### src/rtl/wirein_sync_pkg.sv
// Shared types and limits for the wire-in synchroniser bank.
package wirein_sync_pkg;
  typedef enum logic {
    IDLE   = 1'b0,
    SETTLE = 1'b1
  } state_e;

  localparam int CNT_W      = 8;
  localparam int SYNC_MIN   = 2;
  localparam int SYNC_MAX   = 4;
  localparam int STABLE_MIN = 1;
  localparam int STABLE_MAX = 255;
endpackage

### src/rtl/wirein_sync_chan.sv
// One wire-in channel: multi-flop synchroniser, stability filter FSM and
// registered commit/strobe outputs.
module wirein_sync_chan
  import wirein_sync_pkg::*;
#(
  parameter int WIDTH         = 32,
  parameter int SYNC_STAGES   = 2,
  parameter int STABLE_CYCLES = 4
) (
  input  logic             clk,
  input  logic             rst_n,
  input  logic [WIDTH-1:0] raw_i,
  input  logic             freeze_i,
  output logic [WIDTH-1:0] data_o,
  output logic             changed_o,
  output logic [WIDTH-1:0] pulse_o
);
  localparam logic [CNT_W-1:0] STB = CNT_W'(STABLE_CYCLES);

  logic [SYNC_STAGES-1:0][WIDTH-1:0] sync_q;
  logic [WIDTH-1:0] sync;
  state_e           state_q, state_d;
  logic [WIDTH-1:0] cand_q, cand_d;
  logic [CNT_W-1:0] cnt_q, cnt_d;
  logic [WIDTH-1:0] data_q, data_d;
  logic             chg_q, chg_d;
  logic [WIDTH-1:0] pulse_q, pulse_d;

  assign sync = sync_q[SYNC_STAGES-1];

  always_ff @(posedge clk or negedge rst_n) begin
    if (!rst_n) sync_q <= '0;
    else        sync_q <= {sync_q[SYNC_STAGES-2:0], raw_i};
  end

  always_comb begin
    state_d = state_q;
    cand_d  = cand_q;
    cnt_d   = cnt_q;
    data_d  = data_q;
    chg_d   = 1'b0;
    pulse_d = '0;
    case (state_q)
      IDLE: begin
        if (sync != data_q) begin
          state_d = SETTLE;
          cand_d  = sync;
          cnt_d   = CNT_W'(1);
        end
      end
      SETTLE: begin
        if (sync == data_q) begin
          state_d = IDLE;
        end else if (sync != cand_q) begin
          cand_d = sync;
          cnt_d  = CNT_W'(1);
        end else if (cnt_q < STB) begin
          cnt_d = cnt_q + CNT_W'(1);
        end else if (!freeze_i) begin
          // Counter sits saturated while frozen; commit on first unfrozen edge.
          data_d  = cand_q;
          chg_d   = 1'b1;
          pulse_d = cand_q & ~data_q;
          state_d = IDLE;
        end
      end
      default: state_d = IDLE;
    endcase
  end

  always_ff @(posedge clk or negedge rst_n) begin
    if (!rst_n) begin
      state_q <= IDLE;
      cand_q  <= '0;
      cnt_q   <= '0;
      data_q  <= '0;
      chg_q   <= 1'b0;
      pulse_q <= '0;
    end else begin
      state_q <= state_d;
      cand_q  <= cand_d;
      cnt_q   <= cnt_d;
      data_q  <= data_d;
      chg_q   <= chg_d;
      pulse_q <= pulse_d;
    end
  end

  assign data_o    = data_q;
  assign changed_o = chg_q;
  assign pulse_o   = pulse_q;
endmodule

### src/rtl/wirein_sync_bank.sv
// Bank of independent wire-in channels crossing from the host domain into clk,
// each committing only after its value has held steady.
module wirein_sync_bank
  import wirein_sync_pkg::*;
#(
  parameter int WIDTH         = 32,
  parameter int CHANNELS      = 4,
  parameter int SYNC_STAGES   = 2,
  parameter int STABLE_CYCLES = 4
) (
  input  logic                      clk,
  input  logic                      rst_n,
  input  logic [CHANNELS*WIDTH-1:0] raw_in,
  input  logic                      freeze,
  output logic [CHANNELS*WIDTH-1:0] ep_dataout,
  output logic [CHANNELS-1:0]       ep_changed,
  output logic [CHANNELS*WIDTH-1:0] ep_pulse
);
  if (SYNC_STAGES < SYNC_MIN || SYNC_STAGES > SYNC_MAX) begin : g_bad_sync
    $error("wirein_sync_bank: SYNC_STAGES out of range");
  end
  if (STABLE_CYCLES < STABLE_MIN || STABLE_CYCLES > STABLE_MAX) begin : g_bad_stable
    $error("wirein_sync_bank: STABLE_CYCLES out of range");
  end
  if (WIDTH < 1 || CHANNELS < 1) begin : g_bad_size
    $error("wirein_sync_bank: WIDTH and CHANNELS must be positive");
  end

  for (genvar c = 0; c < CHANNELS; c++) begin : g_chan
    wirein_sync_chan #(
      .WIDTH        (WIDTH),
      .SYNC_STAGES  (SYNC_STAGES),
      .STABLE_CYCLES(STABLE_CYCLES)
    ) u_chan (
      .clk      (clk),
      .rst_n    (rst_n),
      .raw_i    (raw_in[c*WIDTH +: WIDTH]),
      .freeze_i (freeze),
      .data_o   (ep_dataout[c*WIDTH +: WIDTH]),
      .changed_o(ep_changed[c]),
      .pulse_o  (ep_pulse[c*WIDTH +: WIDTH])
    );
  end
endmodule
### config.mk
export PLATFORM = sky130hd
export DESIGN_NAME = wirein_sync_bank
export DESIGN_NICKNAME = d
export VERILOG_FILES = /design/src/rtl/wirein_sync_pkg.sv /design/src/rtl/wirein_sync_chan.sv /design/src/rtl/wirein_sync_bank.sv
export SDC_FILE = /design/constraint.sdc
export NUM_CORES = 1
export LEC_CHECK = 0
export CAP_MARGIN = 25
export CORE_MARGIN = 5
export CORE_UTILIZATION = 57
export DETAILED_ROUTE_END_ITERATION = 12
export GPL_ROUTABILITY_DRIVEN = 1
export GPL_TIMING_DRIVEN = 0
export PLACE_DENSITY = 0.89
export SLEW_MARGIN = 25
export SYNTH_ARGS = -nofsm -noshare
export SYNTH_HDL_FRONTEND = slang
export SYNTH_SLANG_ARGS = --single-unit
export TNS_END_PERCENT = 10
### constraint.sdc
create_clock -name clk -period 4.85 [get_ports clk]
set_clock_uncertainty 0.1 [all_clocks]
set_input_delay 0.7275 -clock clk [delete_from_list [all_inputs] [get_ports clk]]
set_output_delay 0.7275 -clock clk [all_outputs]
set_load 0.005 [all_outputs]
==> out/results.tsv <==
metric	value	unit
synth_top_area_share	0.689	
hpwlAfterDp	42300	um
gp_congestion	0.902	
drv_cap	0	
tightest_slew	0.976	ns
first_iter_violations	1212	
p_int	9.40	mW
clock_path_buffers	3	
firstDrtPassIters	5	
final_common_cell	dfrtp_1	
htreeDepth	3	
grt_use_met2	0.458	
grt_pass1_vias	16600	
yosys.area.top_type	dfrtp_1	
track_usage	0.271	
fp.dieH	218	um
ant_nets	0	
numPortBuffers	390	
asyncSetResetFlopFracSynth	1.00	
dp.cells	2577	
area_growth	29.0	%
power	12.0	mW
ys_types	47	
cts_hold_buffers	0	
maxSlewHeadroom	0.345	
timing.final.ws_setup	0.974	ns
power_frac_seq	0.501	
fin_hold_ws	0.0421	ns
path_class	reg -> reg	
finalSetupViolations	0	
power_frac_comb	0.043	
cts.sink_count	680	
synth_edf_count	0	
placement_rows	76	
p_switching	2.55	mW
core	43000	um^2
fin_nets	2196	
die_x	218	um
drc_errors	0	
dp_slack	1.15	ns
stdcell_count	2696	
io_pins	391	
syn_area_per_cell	15.5	um^2
drive_above_1_share	0.175	
ys.flop_type	dfrtp_1	
fmax	0.258	GHz
ys_ff_latch	680	
multi_input_area	7370	um^2
fin_setup_tns	0	ns
seq_area_frac_synth	0.689	
layout_common_cells	dfrtp_1, clkdlybuf4s50_1, mux2_2	
arrival	4.24	ns
n_fill_cell	2466	
vias_per_cell	5.67	
hold_violations	0	
cts_resized	0	
cts_setup_buffers	0	
post_drt_wl_per_cell	23.8	um
drt-total-wl	64100	um
rsz0062_at_grt	false	
start_kind	flop	
grt_use_met1	0.349	
dieArea	47600	um^2
status	completed	
p_per_area	375	nW/um^2
path_max_fanout	10	
yosys_warnings	0	
finalWorstPathRequiredPeriod	3.88	ns
met3_usage	0.0594	
cts_root_buf	clkbuf_16	
hold_path_class	in -> async	
path_clk_slew	0.06	ns
reg2reg_from	g_chan[0].u_chan.cand_q[20]	
p_leak	13.9	nW
syn_area	24700	um^2
p_clk_frac	0.456	
cts_buffers	67	
grt_pass1_wl	99600	um
crit_path_start	g_chan[0].u_chan.cand_q[20]	
syn-instance-count	1595	
grt_max_degree	103	
cts_tree	done	
antenna_found_initial	4	
final.period_utilization	0.799	
grt_busiest_layer	met2	
dr_total_vias	15300	
irDropWorstVdd	348	uV
seq_area	17000	um^2
clkLatencyLatePin	0.59	ns
syn_nets	1730	
crit_path_end_kind	flop	
grt_overflow_total	0	
p_sw_frac	0.214	
cp.required	5.22	ns
synth_area_leaders	dfrtp_1, mux2_2, xnor2_1, nor3b_1, xor2_1	
maxSlewViolCount	0	
initial_core_util	0.575	
[metrics by stage]
step | instance area, um^2 | utilization
global route | 31900 | 0.741
finish | 31900 | 0.741
floorplan | 24700 | -
global placement | 29300 | 0.682
detailed placement | 29500 | 0.687
CTS | 31900 | 0.741
[final timing paths]
check                                               to  slack, ns  cells after the start
max                        g_chan[0].u_chan.cand_q[23]       0.97                      7
min                        g_chan[3].u_chan.pulse_o[4]       0.04                      1
max reg2reg                g_chan[0].u_chan.cand_q[23]       0.97                      7
min reg2reg                  g_chan[3].u_chan.sync[30]       0.24                      0
max in group asynchronous  g_chan[2].u_chan.cand_q[17]       2.57                      5
min in group clk             g_chan[3].u_chan.sync[30]       0.24                      0
[logic make-up after synthesis]
| kind of cell | Yosys count | share of synthesized area |
|---|---|---|
| XOR/XNOR | 231 | 0.0819 |
| AND/OR/NAND/NOR | 313 | 0.0828 |
| AO/OA/AOI/OAI | 39 | 0.0115 |
| buffers and inverters | 69 | 0.0124 |
| flip-flops | 680 | 0.689 |
| multiplexers | 259 | 0.120 |
| adder cells (fa/ha/maj) | 4 | 0.00203 |
[area by class of cell]
cell class,instances,share of cell area
timing repair buffer,397,0.129
tap,585,0.0230
buffer,45,0.00679
antenna,3,0.000236
clock inverter,18,0.00876
clock buffer,98,0.0643
sequential,680,0.534
inverter,24,0.00283
multi-input combinational,846,0.231
[synth_stat cells, types with 6 or more instances]
cell,count
nor2_1,18
nand2_1,11
and3_1,6
xor2_1,50
nor4_1,24
nor2b_1,19
nand4_1,49
nand3_1,7
mux2i_1,8
xnor2_1,181
nor3_1,18
mux2_1,15
and2_1,18
a21oi_1,7
nor3b_1,121
mux2_4,17
buf_2,8
dfrtp_1,680
nand2b_1,8
mux2_2,219
inv_1,24
clkbuf_1,26
[critical path: stages (launching register included)]
cell	delay (ns)
dfrtp_1	0.42
xnor2_1	0.36
nand4_1	0.16
nor4_1	0.52
nand3_1	0.22
o21ai_1	0.82
clkbuf_1	0.72
mux2_2	0.43
[metal layers]
metal / wire length (um) / up-vias
met5: 12 / -
met3: 4400 / 122
met2: 32700 / 638
met4: 1990 / 2
met1: 24900 / 8061
li1: - / 6453
[flip-flops by register name, summed over array words and instances, names as in the netlist]
| register | flops |
|---|---|
| g_chan.u_chan.changed_o | 4 |
| g_chan.u_chan.sync_q | 128 |
| g_chan.u_chan.sync | 128 |
| g_chan.u_chan.cnt_q | 32 |
| g_chan.u_chan.cand_q | 128 |
| g_chan.u_chan.data_o | 128 |
| g_chan.u_chan.state_q | 4 |
| g_chan.u_chan.pulse_o | 128 |
[power groups by stage]
| stage | clock network, mW | registers, mW | logic (mW) |
|---|---|---|---|
| 2_1_floorplan | 0 | 6.04 | 0.207 |
| 3_3_place_gp | 0 | 6.09 | 0.473 |
| 3_5_place_dp | 0 | 6.08 | 0.507 |
| 4_1_cts | 5.52 | 5.99 | 0.520 |
| 5_1_grt | 5.77 | 6.00 | 0.561 |
| 6_report | 5.45 | 5.99 | 0.514 |
Power figures use the tool's default switching activity.
